$ cat config.mk
export PLATFORM = sky130hd
export DESIGN_NAME = serial_subtractor
export DESIGN_NICKNAME = d
export VERILOG_FILES = /design/src/rtl/serial_subtractor_pkg.sv /design/src/rtl/serial_subtractor_sub_digit.sv /design/src/rtl/serial_subtractor.sv
export SDC_FILE = /design/constraint.sdc
export NUM_CORES = 1
export LEC_CHECK = 0
export BUFFER_PORTS_ARGS = -buffer_cell sky130_fd_sc_hd__buf_2
export CORE_MARGIN = 2
export CORE_UTILIZATION = 50
export DETAILED_ROUTE_END_ITERATION = 8
export HOLD_SLACK_MARGIN = 0.02
export PLACE_DENSITY = 0.72
export SLEW_MARGIN = 20
export SYNTH_ARGS = -nofsm -noshare
export SYNTH_HDL_FRONTEND = slang
export SYNTH_HIERARCHICAL = 1
export SYNTH_SLANG_ARGS = --single-unit
$ cat constraint.sdc
create_clock -name i_clk -period 2.19 [get_ports i_clk]
set_input_delay 0.438 -clock i_clk [delete_from_list [all_inputs] [get_ports i_clk]]
set_output_delay 0.438 -clock i_clk [all_outputs]
set_load 0.01 [all_outputs]
$ cat src/rtl/serial_subtractor_pkg.sv
// Shared definitions for the digit-serial subtractor.
// The package holds the controller state encoding and the helpers that derive
// the number of digit steps and the width of the digit counter. It also holds
// the configuration legality check that the top level applies at elaboration.
package serial_subtractor_pkg;

  typedef enum logic [1:0] {
    IDLE = 2'd0,
    RUN  = 2'd1,
    DONE = 2'd2
  } state_e;

  // One RUN cycle is spent per digit of the operand.
  function automatic int calc_ndig(input int width, input int digit);
    return width / digit;
  endfunction

  // Counter width, kept at a minimum of one bit so that a single-digit
  // configuration still has a legal vector.
  function automatic int calc_cnt_width(input int ndig);
    return (ndig <= 1) ? 1 : $clog2(ndig);
  endfunction

  // The operand must split into whole digits.
  function automatic bit cfg_ok(input int width, input int digit);
    return (digit >= 1) && (digit <= width) && ((width % digit) == 0);
  endfunction

endpackage

$ cat src/rtl/serial_subtractor_sub_digit.sv
// One digit slice of the subtractor, purely combinational.
// Ports:
//   a_d        - minuend digit
//   b_d        - subtrahend digit
//   borrow_in  - borrow from the previous, less significant digit
//   diff_d     - difference digit
//   borrow_out - borrow into the next, more significant digit
module sub_digit #(
  parameter int DIGIT = 2
) (
  input  logic [DIGIT-1:0] a_d,
  input  logic [DIGIT-1:0] b_d,
  input  logic             borrow_in,
  output logic [DIGIT-1:0] diff_d,
  output logic             borrow_out
);

  // The subtraction is done one bit wider than the digit. The extra top bit
  // goes to 1 exactly when the true difference is negative, which is the
  // borrow that the next digit has to absorb.
  always_comb begin
    {borrow_out, diff_d} = {1'b0, a_d} - {1'b0, b_d} - {{DIGIT{1'b0}}, borrow_in};
  end

endmodule

$ cat src/rtl/serial_subtractor.sv
// Digit-serial subtractor computing {0,a} - {0,b} modulo 2^(WIDTH+1).
// One DIGIT-bit slice is processed per cycle, LSB first, with a rippled borrow.
// Ports:
//   i_clk, i_rst  - clock and synchronous active-high reset
//   i_valid/o_ready, i_a, i_b   - operand handshake (accepted only in IDLE)
//   o_valid/i_ready, o_diff, o_zero - result handshake; o_diff[WIDTH] is the
//                                     sign (set when a < b), o_zero when a == b
module serial_subtractor
  import serial_subtractor_pkg::*;
#(
  parameter int WIDTH = 8,
  parameter int DIGIT = 2
) (
  input  logic             i_clk,
  input  logic             i_rst,
  input  logic             i_valid,
  output logic             o_ready,
  input  logic [WIDTH-1:0] i_a,
  input  logic [WIDTH-1:0] i_b,
  output logic             o_valid,
  input  logic             i_ready,
  output logic [WIDTH:0]   o_diff,
  output logic             o_zero
);

  localparam int NDIG = calc_ndig(WIDTH, DIGIT);
  localparam int CW   = calc_cnt_width(NDIG);

  if (!cfg_ok(WIDTH, DIGIT)) begin : g_bad_cfg
    $error("serial_subtractor: WIDTH must be a positive multiple of DIGIT");
  end

  state_e           state_q;
  logic [WIDTH-1:0] opA_q;
  logic [WIDTH-1:0] opB_q;
  logic [WIDTH-1:0] result_q;
  logic [WIDTH-1:0] result_d;
  logic             borrow_q;
  logic [CW-1:0]    digitCnt_q;
  logic             valid_q;
  logic [WIDTH:0]   diff_q;
  logic             zero_q;

  logic [DIGIT-1:0]       digitDiff;
  logic                   digitBorrow;
  logic [WIDTH+DIGIT-1:0] resultShift;
  logic                   lastDigit;

  sub_digit #(
    .DIGIT(DIGIT)
  ) u_sub_digit (
    .a_d       (opA_q[DIGIT-1:0]),
    .b_d       (opB_q[DIGIT-1:0]),
    .borrow_in (borrow_q),
    .diff_d    (digitDiff),
    .borrow_out(digitBorrow)
  );

  // New digits enter from the MSB side so that after NDIG steps the first
  // (least significant) digit has arrived at bit 0. Going through a wider
  // concatenation keeps this legal when DIGIT equals WIDTH.
  always_comb begin
    resultShift = {digitDiff, result_q};
    result_d    = resultShift[WIDTH+DIGIT-1:DIGIT];
    lastDigit   = (digitCnt_q == CW'(NDIG - 1));
  end

  // Controller and datapath registers. Reset takes priority over every
  // handshake, so an operation in flight is simply dropped.
  always_ff @(posedge i_clk) begin
    if (i_rst) begin
      state_q    <= IDLE;
      opA_q      <= '0;
      opB_q      <= '0;
      result_q   <= '0;
      borrow_q   <= 1'b0;
      digitCnt_q <= '0;
      valid_q    <= 1'b0;
      diff_q     <= '0;
      zero_q     <= 1'b0;
    end else begin
      case (state_q)
        IDLE: begin
          // o_ready is high whenever we are here out of reset.
          if (i_valid) begin
            opA_q      <= i_a;
            opB_q      <= i_b;
            borrow_q   <= 1'b0;
            digitCnt_q <= '0;
            state_q    <= RUN;
          end
        end
        RUN: begin
          opA_q      <= opA_q >> DIGIT;
          opB_q      <= opB_q >> DIGIT;
          result_q   <= result_d;
          borrow_q   <= digitBorrow;
          digitCnt_q <= digitCnt_q + CW'(1);
          if (lastDigit) begin
            state_q <= DONE;
            valid_q <= 1'b1;
            diff_q  <= {digitBorrow, result_d};
            zero_q  <= (result_d == '0) && !digitBorrow;
          end
        end
        DONE: begin
          if (i_ready) begin
            state_q <= IDLE;
            valid_q <= 1'b0;
          end
        end
        default: begin
          state_q <= IDLE;
          valid_q <= 1'b0;
        end
      endcase
    end
  end

  assign o_ready = (state_q == IDLE) && !i_rst;
  assign o_valid = valid_q;
  assign o_diff  = diff_q;
  assign o_zero  = zero_q;

endmodule

==> flow_summary.yaml <==
power_and_ir_drop:
  pwr-share-clk_pct: 26.0
  p_int_w: 0.0009233
  p_leak_nw: 0.7300
  netSwitchingFraction_pct: 26.56
  peakVddDrop_mv: 0.3575
  seqPwrFrac_pct: 60.0
  p_per_area_nw_per_um2: 696.4
  finalPower_w: 0.001257
  p_sw_w: 0.0003340
  combPwrFrac_pct: 14.0
cts:
  insertion_delay_ns: 0.33
  cts_resized: 0
  cts_tree: "built"
  hold_buffers: 0
  clk_pin_slew_worst_paths_ns: 0.10
  postCtsSetupBuffers: 0
  htreeDepth: 2
  cts_buffers: 5
  cts_sinks: 38
  root_buffer: "clkbuf_4"
  cts.path.max_buffers: 2
critical_path:
  path_max_fanout: 3
  startpoint_type: "flop"
  required_ns: 2.45
  path_cells: "fa_1 -> inv_1 -> fa_1 -> inv_1 -> nor4_1 -> nand4_1 -> a21oi_1"
  worstReg2RegEnd: "o_zero"
  cp_slowest_cell: "fa_1"
  rrSetupSlack_ns: 0.42
  ff2ff_path_depth: 7
  critPathCaptureType: "flop"
  cp_top_family: "adder cells"
  critical_path_class: "flop to flop"
  slowest_delay_ns: 0.49
  path_buf_inv: 2
  timing.rr.start: "opA_q[0]"
  crit_arrival_ns: 2.03
sta:
  rsz0062_at_grt: "false"
  fin_crit_sh_pct: 80.78
  finalCriticalPeriod_ns: 1.769
  skew_ns: 0.003294
  finalSetupTns_ns: 0
  tightest_slew_ns: 0.5857
  fin_ws_ns: 0.4209
  relSlewSlack_pct: 60.87
  hold_violations: 0
  setup_viol: 0
  fmax_mhz: 565.3
  finalMaxSlewViolations: 0
hold_path:
  hold_path.class: "input pin to flop"
  worstHoldPathCells: 3
  hp-start: "i_b[7]"
  hold-path-endpoint: "opB_q[7]"
logic_synthesis:
  syn_avg_cell_area_sq_um: 8.356
  ys_top_cells_by_area: "dfxtp_1 47%, nand2_1 7.7%, nor2_1 7.4%"
  synth_edf_count: 0
  synth_nets: 216
  netlist_instances: 193
  synth_area_sq_um: 1613
  async_flop_share_pct: 0
  synth_most_common_cell: "dfxtp_1"
  ys_ff_latch: 38
  synthDominantCellAreaShare_pct: 47.17
  synth_top_area_cell: "dfxtp_1"
  ys_types: 29
  synth_common_cells: "38 x dfxtp_1, 33 x nand2_1, 32 x nor2_1"
  seq_area_frac_synth_pct: 47.17
  synth_warnings: 6
  synth_top_flop_cell: "dfxtp_1"
detailed_routing:
  dr_wl_met2_mm: 1.617
  top_layer_used: "met4"
  vias_per_cell: 5.278
  num_vias: 1388
  ant_nets: 0
  drc: 0
  wl_met1_mm: 1.458
  dr_wl_met3_microns: 184
  dr.pass1.iters: 4
  first_iter_violations: 42
  routed_wirelength_mm: 3.321
  wire_per_inst_microns: 12.63
floorplanning:
  start_util_pct: 52.83
  core_sq_um: 3053
  dieArea_sq_um: 3696
  die_x_microns: 60.80
  rows: 20
  top_level_ports: 32
  die_height_microns: 60.80
cells_and_area:
  area_delta_synth_final_pct: 11.95
  n_antenna_cell: 0
  layout.nets: 242
  final_util_pct: 59.14
  fin_area_sq_um: 1805
  drive_above_1_share_pct: 18.26
grt:
  grt_max_degree: 40
  overflow: 0
  antenna_found_initial: 0
  grtUsageTotal_pct: 20.39
  grt_pass1_wl_mm: 5.595
  grt_pass1_vias: 1305
placed_design:
  globalplace.congestion: 0.8020
  placed_cell_area_sq_um: 1760
  dp_slack_ns: 0.4423
  io_buffer_count: 31
  hpwl_mm: 2.387
run_status:
  status: "finished, final reports clean"
run:
  cap_violations: 0
[sequential cells by signal, indices dropped and copies added (netlist names)]
name and count:
borrow_q 1, digitCnt_q 2, o_diff 9, o_valid 1
o_zero 1, opA_q 8, opB_q 8, result_q 6
state_q 2
[cell type report]
type | instances | area, sq um
fillers | 299 | 1247
flip-flops and latches | 38 | 760.7
multi-input cells | 133 | 744.5
repair buffers | 33 | 170.2
well taps | 44 | 55.05
clock buffers | 7 | 45.04
inverters | 8 | 30.03
[kinds of logic after synthesis]
family	Yosys count	share of synthesized area [%]
AND/OR/NAND/NOR	76	19.86
AO/OA/AOI/OAI	53	22.42
flip-flops	38	47.17
buffers and inverters	22	6.672
adder cells (fa/ha/maj)	3	3.258
multiplexers	1	0.6207
[tightest hold or removal path: stages]
cell and delay, ns:
buf_2 0.08, a22oi_1 0.05, nor2_1 0.07
[placed cells by master, fill, tap and decap left out]
| cell type | n |
|---|---|
| o22ai_1 | 4 |
| o21ba_2 | 1 |
| and3b_1 | 1 |
| clkbuf_1 | 2 |
| ha_1 | 1 |
| nand4_1 | 1 |
| a2bb2oi_1 | 1 |
| o21bai_1 | 1 |
| a21oi_1 | 18 |
| nand3b_2 | 1 |
| nor3b_1 | 2 |
| a211oi_1 | 12 |
| inv_1 | 8 |
| o2bb2ai_1 | 9 |
| mux2i_1 | 1 |
| nor2_1 | 32 |
| fa_1 | 2 |
| nor3_1 | 2 |
| buf_4 | 2 |
| a22o_1 | 1 |
| nand2_1 | 33 |
| nor4_1 | 1 |
| o21ai_0 | 1 |
| nor2b_1 | 1 |
| nand2b_1 | 2 |
| dfxtp_1 | 38 |
| a22oi_1 | 5 |
| buf_2 | 31 |
| clkbuf_4 | 5 |
[layer usage]
| metal | GRT usage, % | up-vias |
|---|---|---|
| met5 | 0 | - |
| li1 | - | 710 |
| met3 | 4.051 | 8 |
| met2 | 32.72 | 37 |
| met4 | 9.938 | 0 |
| met1 | 26.26 | 633 |
[worst max path at each step]
stage	cells after the start	slack, ns	start	to
floorplan	8	0.60	opB_q[0]	o_zero
global placement	8	0.54	opB_q[0]	o_zero
detailed placement	7	0.44	opA_q[0]	o_zero
CTS	7	0.42	opA_q[0]	o_zero
global route	8	0.27	opB_q[0]	o_zero
finish	7	0.42	opA_q[0]	o_zero
[metrics by stage]
step | std cells | hold WS, ns
after floorplan | 193 | 0.4452
after global placement | 256 | 0.4391
after detailed placement | 256 | 0.4432
after CTS | 263 | 0.3336
after global routing | 263 | 0.3466
final | 263 | 0.3421
[power groups by stage]
stage	Clock (W)	Sequential, W	Combinational (W)
final	0.000327	0.000755	0.000176
after global routing	0.000364	0.000760	0.000197
after CTS	0.000337	0.000755	0.000176
after detailed placement	0	0.000770	0.000176
after global placement	0	0.000768	0.000168
after floorplan	0	0.000760	0.000138
(Power assumes the default switching activity.)
